===== src/rtl/fsk_tx_sequencer_pkg.sv =====
// rtl/fsk_tx_sequencer_pkg.sv - shared types and defaults for the FSK tuning-word sequencer
package fsk_pkg;
    localparam int TW_W_DEF = 32;
    localparam int SPS_DEF  = 16;

    typedef logic [TW_W_DEF-1:0] tw_t;

    typedef enum logic {
        IDLE   = 1'b0,
        ACTIVE = 1'b1
    } state_t;
endpackage


===== src/rtl/fsk_tx_sequencer_if.sv =====
// rtl/fsk_tx_sequencer_if.sv - byte valid/ready handshake into the FSK sequencer
interface fsk_tx_sequencer_if #(
    parameter int DATA_W = 8
);
    logic [DATA_W-1:0] in_data;
    logic              in_valid;
    logic              in_ready;

    modport master (output in_data, output in_valid, input in_ready);
    modport slave  (input in_data, input in_valid, output in_ready);
endinterface


===== src/rtl/fsk_tx_sequencer_sym_timer.sv =====
// rtl/fsk_tx_sequencer_sym_timer.sv - sample/bit counters with last-sample flags
module fsk_sym_timer #(
    parameter int SPS    = 16,
    parameter int DATA_W = 8
) (
    input  logic clk,
    input  logic reset,
    input  logic clear,
    input  logic adv,
    output logic sym_last,
    output logic byte_last
);
    localparam int SC_W = (SPS > 1) ? $clog2(SPS) : 1;
    localparam int BC_W = (DATA_W > 1) ? $clog2(DATA_W) : 1;
    localparam logic [SC_W-1:0] SC_MAX = SC_W'(SPS - 1);
    localparam logic [BC_W-1:0] BC_MAX = BC_W'(DATA_W - 1);

    logic [SC_W-1:0] sample_cnt_q, sample_cnt_d;
    logic [BC_W-1:0] bit_cnt_q, bit_cnt_d;

    assign sym_last  = (sample_cnt_q == SC_MAX);
    assign byte_last = sym_last && (bit_cnt_q == BC_MAX);

    always_comb begin
        sample_cnt_d = sample_cnt_q;
        bit_cnt_d    = bit_cnt_q;
        if (clear) begin
            sample_cnt_d = '0;
            bit_cnt_d    = '0;
        end else if (adv) begin
            if (sym_last) begin
                sample_cnt_d = '0;
                bit_cnt_d    = byte_last ? '0 : bit_cnt_q + 1'b1;
            end else begin
                sample_cnt_d = sample_cnt_q + 1'b1;
            end
        end
    end

    always_ff @(posedge clk or negedge reset) begin
        if (!reset) begin
            sample_cnt_q <= '0;
            bit_cnt_q    <= '0;
        end else begin
            sample_cnt_q <= sample_cnt_d;
            bit_cnt_q    <= bit_cnt_d;
        end
    end
endmodule


===== src/rtl/fsk_tx_sequencer.sv =====
// rtl/fsk_tx_sequencer.sv - buffers bytes and drives mark/space tuning words per sample strobe
module fsk_tx_sequencer
    import fsk_pkg::*;
#(
    parameter int TW_W      = TW_W_DEF,
    parameter int DATA_W    = 8,
    parameter int SPS       = SPS_DEF,
    parameter bit MSB_FIRST = 1'b1,
    parameter bit IDLE_MARK = 1'b1
) (
    input  logic              clk,
    input  logic              reset,
    input  logic              sample_en,
    input  logic [TW_W-1:0]   f0_tw,
    input  logic [TW_W-1:0]   f1_tw,
    fsk_tx_sequencer_if.slave bus,
    input  logic              flush,
    output logic [TW_W-1:0]   tw_out,
    output logic              tw_valid,
    output logic              sym_active,
    output logic              sym_bit,
    output logic              byte_done
);
    state_t            state_q;
    logic [DATA_W-1:0] buf_q, shift_q;
    logic              buf_full_q;
    logic [TW_W-1:0]   f0_lat_q, f1_lat_q, tw_out_q;
    logic              tw_valid_q, sym_active_q, sym_bit_q, byte_done_q;

    logic            adv, load, accept, cur_bit, sym_last, byte_last;
    logic [TW_W-1:0] idle_tw;

    assign adv     = sample_en && (state_q == ACTIVE) && !flush;
    // Reload at the last sample of a byte keeps back-to-back bytes gapless.
    assign load    = !flush && buf_full_q && ((state_q == IDLE) || (adv && byte_last));
    assign bus.in_ready = reset && !flush && (!buf_full_q || load);
    assign accept  = bus.in_valid && bus.in_ready;
    assign cur_bit = MSB_FIRST ? shift_q[DATA_W-1] : shift_q[0];
    assign idle_tw = IDLE_MARK ? f1_tw : f0_tw;

    fsk_sym_timer #(.SPS(SPS), .DATA_W(DATA_W)) u_timer (
        .clk       (clk),
        .reset     (reset),
        .clear     (flush || load),
        .adv       (adv),
        .sym_last  (sym_last),
        .byte_last (byte_last)
    );

    always_ff @(posedge clk or negedge reset) begin
        if (!reset) begin
            state_q      <= IDLE;
            buf_q        <= '0;
            buf_full_q   <= 1'b0;
            shift_q      <= '0;
            f0_lat_q     <= '0;
            f1_lat_q     <= '0;
            tw_out_q     <= '0;
            tw_valid_q   <= 1'b0;
            sym_active_q <= 1'b0;
            sym_bit_q    <= 1'b0;
            byte_done_q  <= 1'b0;
        end else begin
            tw_valid_q  <= sample_en;
            byte_done_q <= adv && byte_last;
            if (sample_en) begin
                if ((state_q == ACTIVE) && !flush) begin
                    tw_out_q     <= cur_bit ? f1_lat_q : f0_lat_q;
                    sym_active_q <= 1'b1;
                    sym_bit_q    <= cur_bit;
                end else begin
                    tw_out_q     <= idle_tw;
                    sym_active_q <= 1'b0;
                    sym_bit_q    <= 1'b0;
                end
            end
            if (flush) begin
                buf_full_q <= 1'b0;
                shift_q    <= '0;
                state_q    <= IDLE;
            end else begin
                if (accept) begin
                    buf_q      <= bus.in_data;
                    buf_full_q <= 1'b1;
                end else if (load) begin
                    buf_full_q <= 1'b0;
                end
                if (load) begin
                    shift_q  <= buf_q;
                    f0_lat_q <= f0_tw;
                    f1_lat_q <= f1_tw;
                    state_q  <= ACTIVE;
                end else if (adv) begin
                    if (byte_last) begin
                        state_q <= IDLE;
                    end else if (sym_last) begin
                        shift_q <= MSB_FIRST ? (shift_q << 1) : (shift_q >> 1);
                    end
                end
            end
        end
    end

    assign tw_out     = tw_out_q;
    assign tw_valid   = tw_valid_q;
    assign sym_active = sym_active_q;
    assign sym_bit    = sym_bit_q;
    assign byte_done  = byte_done_q;
endmodule

===== src/flat_wrapper.sv =====
// flat-port wrapper written by rule: the top's interface ports become plain ports
module fsk_tx_sequencer_flat import fsk_pkg::*;
#(
    parameter int TW_W      = TW_W_DEF,
    parameter int DATA_W    = 8,
    parameter int SPS       = SPS_DEF,
    parameter bit MSB_FIRST = 1'b1,
    parameter bit IDLE_MARK = 1'b1
)
  (clk, reset, sample_en, f0_tw, f1_tw, flush, tw_out, tw_valid, sym_active, sym_bit, byte_done, bus_in_data, bus_in_valid, bus_in_ready);
  fsk_tx_sequencer_if #(.DATA_W(DATA_W)) bus_i ();
  input  logic clk;
  input  logic reset;
  input  logic sample_en;
  input  logic [TW_W-1:0] f0_tw;
  input  logic [TW_W-1:0] f1_tw;
  input  logic flush;
  output logic [TW_W-1:0] tw_out;
  output logic tw_valid;
  output logic sym_active;
  output logic sym_bit;
  output logic byte_done;
  input wire logic [$bits(bus_i.in_data)-1:0] bus_in_data;
  input wire logic [$bits(bus_i.in_valid)-1:0] bus_in_valid;
  output wire logic [$bits(bus_i.in_ready)-1:0] bus_in_ready;
  assign bus_i.in_data = bus_in_data;
  assign bus_i.in_valid = bus_in_valid;
  assign bus_in_ready = bus_i.in_ready;
  fsk_tx_sequencer #(.TW_W(TW_W), .DATA_W(DATA_W), .SPS(SPS), .MSB_FIRST(MSB_FIRST), .IDLE_MARK(IDLE_MARK)) u_core (.clk(clk), .reset(reset), .sample_en(sample_en), .f0_tw(f0_tw), .f1_tw(f1_tw), .bus(bus_i), .flush(flush), .tw_out(tw_out), .tw_valid(tw_valid), .sym_active(sym_active), .sym_bit(sym_bit), .byte_done(byte_done));
endmodule

===== config.mk =====
export PLATFORM = sky130hd
export DESIGN_NAME = fsk_tx_sequencer_flat
export DESIGN_NICKNAME = d
export VERILOG_FILES = /design/src/rtl/fsk_tx_sequencer_pkg.sv /design/src/rtl/fsk_tx_sequencer_if.sv /design/src/rtl/fsk_tx_sequencer_sym_timer.sv /design/src/rtl/fsk_tx_sequencer.sv /design/src/flat_wrapper.sv
export SDC_FILE = /design/constraint.sdc
export NUM_CORES = 1
export LEC_CHECK = 0
export CORE_ASPECT_RATIO = 0.8
export CORE_MARGIN = 2
export CORE_UTILIZATION = 40
export CTS_BUF_LIST = sky130_fd_sc_hd__clkbuf_2 sky130_fd_sc_hd__clkbuf_4 sky130_fd_sc_hd__clkbuf_8
export CTS_CLUSTER_DIAMETER = 120
export CTS_CLUSTER_SIZE = 25
export DETAILED_ROUTE_END_ITERATION = 8
export PLACE_DENSITY = 0.63
export SYNTH_ARGS = -nofsm -noshare
export SYNTH_HDL_FRONTEND = slang
export SYNTH_HIERARCHICAL = 1
export SYNTH_SLANG_ARGS = --single-unit

===== constraint.sdc =====
create_clock -name clk -period 4.7 [get_ports clk]
set_input_delay 1.175 -clock clk [delete_from_list [all_inputs] [get_ports clk]]
set_output_delay 1.175 -clock clk [all_outputs]
set_load 0.01 [all_outputs]

==> results.cfg, run 1 <==
[status]
status = finished, final reports clean

[cells_and_area]
final_area_um2 = 7421
areaGrowthSynthToFinish_pct = 31.68
register_area_um2 = 3129
final_common_cell = mux2_2
drive_gt1_frac = 0.4004
multi_input_area_um2 = 2386
antenna_cells = 0
final_nets = 574
final_cell_mix = mux2_2 (154), dfrtp_1 (124), clkdlybuf4s50_1 (111)
fill_cells = 1121

[timing]
fin_hold_ws_ns = 0.4827
worst_pin_slew_ns = 1.149
rsz0062_at_grt = no
skew_ns = 0.01071
relSlewSlack = 0.2326
fin_setup_tns_ns = 0
period_share = 0.8219
drv_slew = 0
fmaxAchievable_mhz = 258.9
setup_viol = 0
worst_slack_ns = 0.8370
period_needed_ns = 3.863
finalHoldViolCount = 0

[critical_path]
r2r_slack_ns = 2.22
worstPathRequired_ns = 3.52
cp-start-kind = input port
crit_end = bus_in_ready
arrival_ns = 2.69
cp-startpoint = flush
critPathKind = input port to output pin
reg2regPathDepth = 6
critPathMaxFanout = 6
critPathCaptureType = output pin
r2r-end = u_core/shift_q[4]$_DFFE_PN0P_
reg2reg_from = u_core/u_timer/sample_cnt_q[0]$_DFFE_PN0P_

[synthesis]
seq_area_frac_synth = 0.5551
ys_warn_count = 6
syn_area_um2 = 5635
synth_cell_type_count = 33
synth_area_leader_cell = dfrtp_1
synth_top_area_frac = 0.5551
synth-seq-cells = 125
synth_nets = 457
synthTopCellsByArea = dfrtp_1 (56%), mux2_2 (31%), mux2_1 (3.2%)
syn_inst = 377
avgSynthCellArea_um2 = 14.95

[place]
port_buffers = 113
routabilityCongestion = 0.6772
post-dp-hpwl_um = 7515
placed_cell_area_um2 = 6922
dpl_worst_slack_ns = 0.8309

[cts]
cts_buffer_depth = 2
cts_root_buffer = clkbuf_8
numCtsBuffers = 17
post_cts_buffers = 0
path_clk_slew_ns = 0.07
cts_tree = built
htreeDepth = 4
cts.sinks = 125
postCtsHoldBufs = 0
clock_latency_ns = 0.43
cts_resized = 0

[die]
dieArea_um2 = 15060
die_x_um = 136.7
pin_count = 114
fp-row-count = 38
die_h_um = 110.2
core_um2 = 13650
start_util = 0.4130

[global_route]
grt_pass1_vias = 3617
grt_usage = 0.1717
grt_remaining_overflow = 0
grt_pass1_wl_um = 19300
grt_antenna_before_repair = 0
grt_max_degree = 73

[flow_run]
max_cap_viol_count = 0

[routing]
via_per_inst = 4.984
drtIter0Drc = 103
firstDrtPassIters = 4
wirelength_um = 11810
vias = 3424
ant_nets = 0
drc = 0
wl_per_cell_um = 17.19

[power]
totalPowerFinal_mw = 3.024
p_leak_nw = 3.086
power.density_nw_per_um2 = 407.5
vdd_drop_max_v = 0.0002557

[min_path]
hold_class = register to register
power breakdown:
| group | internal (mW) | leakage (nW) | total (mW) | switching, mW |
|---|---|---|---|---|
| logic | 0.337 | 1.32 | 0.499 | 0.162 |
| clock network | 0.740 | 0.248 | 1.16 | 0.417 |
| registers | 1.27 | 1.52 | 1.37 | 0.0998 |
worst min-delay path by stage:
stage	startpoint	to	slack [ns]	depth (start not counted)
2_1_floorplan	u_core/f1_lat_q[0]$_DFFE_PN0P_	u_core/f1_lat_q[0]$_DFFE_PN0P_	0.45	1
3_3_place_gp	u_core/f0_lat_q[17]$_DFFE_PN0P_	u_core/f0_lat_q[17]$_DFFE_PN0P_	0.46	1
3_5_place_dp	u_core/buf_q[6]$_DFFE_PN0P_	u_core/shift_q[6]$_DFFE_PN0P_	0.46	1
4_1_cts	u_core/buf_q[6]$_DFFE_PN0P_	u_core/shift_q[6]$_DFFE_PN0P_	0.49	1
5_1_grt	u_core/buf_q[1]$_DFFE_PN0P_	u_core/shift_q[1]$_DFFE_PN0P_	0.51	1
6_report	u_core/buf_q[7]$_DFFE_PN0P_	u_core/shift_q[7]$_DFFE_PN0P_	0.48	1
flip-flops by register name, summed over array words and instances, names as in the netlist:
signal,cells
u_core/f0_lat_q,32
u_core/f1_lat_q,32
u_core/tw_out,32
u_core/buf_q,8
u_core/shift_q,8
u_core/u_timer/sample_cnt_q,4
u_core/u_timer/bit_cnt_q,3
u_core/buf_full_q,1
u_core/byte_done,1
u_core/state_q,1
u_core/sym_active,1
u_core/sym_bit,1
u_core/tw_valid,1
cell usage after synthesis:
cell,number
and3b_1,1
nand4_2,1
a211oi_4,1
a21boi_2,1
mux2i_1,8
xor2_1,1
a31o_2,2
nand2_1,7
or3b_1,3
inv_2,1
nand2b_1,2
buf_1,2
o2bb2ai_1,7
inv_1,1
o21bai_1,1
and2_1,2
mux2_2,154
nor2b_1,2
buf_6,3
dfrtp_1,125
buf_4,3
nor3_4,1
clkbuf_1,2
buf_2,10
a21oi_2,1
or3_1,2
ha_1,3
o21ai_0,1
a21oi_1,6
nor2_1,4
nand4b_1,1
and3_1,2
mux2_1,16
layer usage:
metal	wire (um)	GRT usage
met5	0	0
met1	5512	0.2275
met4	38	0.04241
met3	942	0.07499
met2	5315	0.2596
logic make-up (layout without fill, tap and decap cells):
kind of cell               after synthesis  count (layout)  synth area share
muxes                                  178             178            0.3539
DFF                                    125             125            0.5551
and+or+nand+nor                         28              28           0.03131
buffers and inverters                   22             152           0.02287
AOI/OAI and AO/OA                       20              20           0.02864
adders and majority gates                3               3          0.006661
xor gates and xnor gates                 1               1          0.001554
worst max-delay path: stages:
cell and delay [ns]:
clkdlybuf4s50_1 0.55, nand2b_1 0.27, a21oi_1 0.14, clkdlybuf4s50_1 0.55
through the flow:
step,instances,utilization
finish,687,0.5438
detailed placement,655,0.5072
CTS,687,0.5438
global placement,655,0.5072
floorplan,377,-
global route,687,0.5438
layout make-up:
cell class / count / area share
Clock buffer: 21 / 0.03895
Clock inverter: 11 / 0.02833
Inverter: 2 / 0.001012
Multi-Input combinational cell: 230 / 0.3215
Sequential cell: 125 / 0.4217
Tap cell: 180 / 0.03035
Timing Repair Buffer: 118 / 0.1582
No activity file was read; power rests on OpenSTA's default activity.
==> run 2, diff against run 1 <==
--- a/config.mk
+++ b/config.mk
@@ -12,7 +12,7 @@
 export CTS_CLUSTER_DIAMETER = 120
 export CTS_CLUSTER_SIZE = 25
 export DETAILED_ROUTE_END_ITERATION = 8
-export PLACE_DENSITY = 0.63
+export PLACE_DENSITY = 0.65
 export SYNTH_ARGS = -nofsm -noshare
 export SYNTH_HDL_FRONTEND = slang
 export SYNTH_HIERARCHICAL = 1
==> constraint.sdc (replaced) <==
create_clock -name clk -period 3.2 [get_ports clk]
set_input_delay 0.8 -clock clk [delete_from_list [all_inputs] [get_ports clk]]
set_output_delay 0.8 -clock clk [all_outputs]
set_load 0.01 [all_outputs]
==> results.cfg, run 2 (same netlist as run 1, synthesis figures left out) <==
[critical_path]
reg2regPathDepth = 7
r2r-end = u_core/shift_q[7]$_DFFE_PN0P_
cp-start-kind = register
critPathCaptureType = output pin
critPathKind = register to output pin
worstPathRequired_ns = 2.40
critPathMaxFanout = 4
reg2reg_from = u_core/u_timer/sample_cnt_q[0]$_DFFE_PN0P_
r2r_slack_ns = 0.62
arrival_ns = 2.31

[routing]
via_per_inst = 4.974
ant_nets = 0
firstDrtPassIters = 4
drtIter0Drc = 122
drc = 0
wl_per_cell_um = 17.00
wirelength_um = 11780
vias = 3447

[power]
power.density_nw_per_um2 = 570.3
vdd_drop_max_v = 0.0002666
p_leak_nw = 3.070

[global_route]
grt_pass1_wl_um = 18970
grt_pass1_vias = 3644
grt_remaining_overflow = 0
grt_usage = 0.1681
grt_antenna_before_repair = 0
grt_max_degree = 73

[timing]
worst_pin_slew_ns = 1.130
drv_slew = 0
fin_hold_ws_ns = 0.4821
period_needed_ns = 3.107
period_share = 0.9709
relSlewSlack = 0.2454
setup_viol = 0
finalHoldViolCount = 0
fmaxAchievable_mhz = 321.9
skew_ns = 0.01306

[die]
start_util = 0.4130
pin_count = 114
core_um2 = 13650
die_h_um = 110.2
dieArea_um2 = 15060
fp-row-count = 38
die_x_um = 136.7

[cells_and_area]
final_common_cell = mux2_2
final_nets = 580
fill_cells = 1116
utilization = 0.5420
final_cell_mix = mux2_2 (154), dfrtp_1 (124), clkdlybuf4s50_1 (111)
antenna_cells = 0
drive_gt1_frac = 0.4094
areaGrowthSynthToFinish_pct = 31.24

[status]
status = finished, final reports clean

[cts]
clock_latency_ns = 0.44
path_clk_slew_ns = 0.08
postCtsHoldBufs = 0
htreeDepth = 4
cts_tree = built
numCtsBuffers = 17
cts_root_buffer = clkbuf_8
cts.sinks = 125
cts_buffer_depth = 2

[place]
port_buffers = 113
routabilityCongestion = 0.7252
post-dp-hpwl_um = 7621

[min_path]
hold_end = u_core/shift_q[2]$_DFFE_PN0P_
holdPathStages = 1
worstHoldStart = u_core/buf_q[2]$_DFFE_PN0P_
hold_class = register to register

[flow_run]
max_cap_viol_count = 0
==> run 2: metal layers <==
| metal | share of wire | track usage | wire [um] |
|---|---|---|---|
| met3 | 0.060 | 0.05121 | 708 |
| met1 | 0.47 | 0.2194 | 5559 |
| met2 | 0.46 | 0.2657 | 5366 |
| met4 | 0.013 | 0.06176 | 148 |
| met5 | 0 | 0 | 0 |
==> run 2: final cells by class <==
class                   count  area (um2)  area share
multi-input cells         230        2389      0.3230
inverters                   2       7.507    0.001015
flip-flops and latches    125        3129      0.4231
repair buffers            124        1219      0.1648
clock buffers              19       261.5     0.03536
clock inverters            13       165.2     0.02233
well taps                 180       225.2     0.03045
==> run 2: repair_timing <==
action / CTS / global route
endpoints found under the hold margin: 0 / 0
gates resized for setup: 0 / 1
setup endpoints to repair: 0 / 1
buffers inserted: 0 / 1
==> run 2: worst max-delay path by stage <==
stage                                                          start                                       to  slack, ns  depth (start not counted)
final                     u_core/u_timer/sample_cnt_q[0]$_DFFE_PN0P_                             bus_in_ready       0.09                          6
after global routing      u_core/u_timer/sample_cnt_q[0]$_DFFE_PN0P_                             bus_in_ready     -0.005                          6
after CTS                 u_core/u_timer/sample_cnt_q[0]$_DFFE_PN0P_                             bus_in_ready       0.06                          6
after detailed placement                                       flush                             bus_in_ready       0.30                          4
after global placement                                         flush                             bus_in_ready       0.29                          4
after floorplan                                            sample_en  u_core/u_timer/bit_cnt_q[2]$_DFFE_PN0P_       0.87                          6
==> run 2: per-stage QoR <==
| step | worst slack, ns | cells | TNS, ns | cell area (um2) | total power, mW |
|---|---|---|---|---|---|
| floorplan | 0.8737 | 377 | 0 | 5635 | 2.443 |
| global placement | 0.2874 | 660 | 0 | 6959 | 2.751 |
| detailed placement | 0.3004 | 660 | 0 | 6959 | 2.791 |
| CTS | 0.05523 | 692 | 0 | 7386 | 4.280 |
| global route | -0.004594 | 693 | -0.004594 | 7396 | 4.448 |
| finish | 0.09297 | 693 | 0 | 7396 | 4.218 |
==> run 2: critical path, stage by stage (launching register included) <==
cell and delay [ns]:
dfrtp_1 0.41, ha_2 0.23, and3_1 0.22, and2_1 0.23, a21boi_2 0.08, a21oi_1 0.14, clkdlybuf4s50_1 0.55
==> run 2: power by group <==
group	total, mW	internal, mW	switching [mW]	leakage [nW]
Sequential	2.01	1.86	0.144	1.52
Clock	1.47	0.814	0.655	0.204
Combinational	0.741	0.497	0.244	1.35
==> run 3, diff against run 2 <==
--- a/config.mk
+++ b/config.mk
@@ -5,6 +5,7 @@
 export SDC_FILE = /design/constraint.sdc
 export NUM_CORES = 1
 export LEC_CHECK = 0
+export CAP_MARGIN = 20
 export CORE_ASPECT_RATIO = 0.8
 export CORE_MARGIN = 2
 export CORE_UTILIZATION = 40
==> results.cfg, run 3 (same netlist as run 1, synthesis figures left out) <==
[cells_and_area]
multi_input_area_um2 = 2389
final_area_um2 = 7403
drive_gt1_frac = 0.4105
antenna_cells = 0
final_cell_mix = mux2_2 (154), dfrtp_1 (124), clkdlybuf4s50_1 (111)
areaGrowthSynthToFinish_pct = 31.37
layout.cells.non_filler = 694
final_common_cell = mux2_2
final_nets = 581
fill_cells = 1112
register_area_um2 = 3129

[place]
post-dp-hpwl_um = 7621
placed_cell_area_um2 = 6959
routabilityCongestion = 0.7252
dp.cells = 660
port_buffers = 113

[timing]
relSlewSlack = 0.3979
fin_hold_ws_ns = 0.4818
period_share = 0.9694
drv_slew = 0
fmaxAchievable_mhz = 322.4
skew_ns = 0.01399
period_needed_ns = 3.102
fin_setup_tns_ns = 0
worst_pin_slew_ns = 0.9032
finalHoldViolCount = 0
setup_viol = 0

[power]
vdd_drop_max_v = 0.0002666
p_leak_nw = 3.075
netSwitchingPower_mw = 1.043
swShare = 0.2473
power.density_nw_per_um2 = 569.9
p_int_mw = 3.176
totalPowerFinal_mw = 4.219
pwr-share-comb = 0.176
seqPwrFrac = 0.476
clkPwrFrac = 0.348

[flow_run]
max_cap_viol_count = 0

[cts]
cts_tree = built
clock_latency_ns = 0.44
htreeDepth = 4
path_clk_slew_ns = 0.08
cts.sinks = 125
cts_root_buffer = clkbuf_8
numCtsBuffers = 17
cts_buffer_depth = 2

[die]
die_h_um = 110.2
dieArea_um2 = 15060
die_x_um = 136.7
core_um2 = 13650
fp-row-count = 38
start_util = 0.4130
pin_count = 114

[routing]
vias = 3450
drc = 0
firstDrtPassIters = 4
via_per_inst = 4.971
drtIter0Drc = 131
wl_per_cell_um = 16.97
wirelength_um = 11780
ant_nets = 0

[global_route]
grt_max_degree = 73
grt_pass1_vias = 3644
grt_remaining_overflow = 0
grt_usage = 0.1681
grt_antenna_before_repair = 0
grt_pass1_wl_um = 18970

[critical_path]
cp-startpoint = u_core/u_timer/sample_cnt_q[0]$_DFFE_PN0P_
reg2reg_from = u_core/u_timer/sample_cnt_q[0]$_DFFE_PN0P_
arrival_ns = 2.30
cp-start-kind = register
critPathMaxFanout = 4
cp_slowest_stage_delay_ns = 0.55
crit_path_top_delay_cell = clkdlybuf4s50_1
critPathKind = register to output pin
critPathTopFamily = buffers and inverters
crit_chain = ha_2 -> and3_1 -> and2_1 -> a21boi_2 -> a21oi_1 -> clkdlybuf4s50_1
critPathCaptureType = output pin
worstPathRequired_ns = 2.40
path_buf_inv = 1

[min_path]
hold_class = register to register
worstHoldStart = u_core/buf_q[2]$_DFFE_PN0P_

[status]
status = finished, final reports clean
## run 3: cell count changes in the layout (fill, tap and decap cells not counted)
cell	change
buf_4	+1
## run 3: per-layer routing
metal  up-vias  track usage  part of all wire
li1       1620            -                 -
met1      1728       0.2194              0.47
met2        89       0.2657              0.46
met3        13      0.05121             0.061
met4         0      0.06176             0.013
met5         -            0                 0
## run 3: through the flow
step / utilization / setup WS [ns]
detailed placement: 0.5100 / 0.3004
finish: 0.5425 / 0.09783
floorplan: - / 0.8737
global route: 0.5425 / -0.004737
CTS: 0.5413 / 0.05523
global placement: 0.5100 / 0.2874
## run 3: layout make-up
class / count / area share
inverters: 2 / 0.001014
multi-input cells: 230 / 0.3226
flip-flops and latches: 125 / 0.4227
clock inverters: 13 / 0.02231
well taps: 180 / 0.03042
clock buffers: 19 / 0.03532
repair buffers: 125 / 0.1656
## run 3: power groups by stage
stage,clock [mW],combinational [mW],sequential [mW]
3_3_place_gp,0,0.729,2.02
5_1_grt,1.59,0.813,2.05
4_1_cts,1.51,0.755,2.01
6_report,1.47,0.743,2.01
3_5_place_dp,0,0.751,2.04
2_1_floorplan,0,0.429,2.01
## run 3: repair_timing
item                                    4_1_cts  5_1_grt
endpoints found under the setup margin        0        1
endpoints found under the hold margin         0        0
setup buffers                                 0        1
resized for setup                             0        1
hold buffers                                  0        0
## run 3: final timing paths
path,slack (ns),end,cells after the start
worst min-delay path,0.48,u_core/shift_q[2]$_DFFE_PN0P_,1
max in group asynchronous,1.25,u_core/shift_q[7]$_DFFE_PN0P_,3
worst min register to register,0.48,u_core/shift_q[2]$_DFFE_PN0P_,1
min in group asynchronous,0.54,u_core/f0_lat_q[13]$_DFFE_PN0P_,2
worst max-delay path,0.1,bus_in_ready,6
worst max register to register,0.79,u_core/f0_lat_q[13]$_DFFE_PN0P_,8
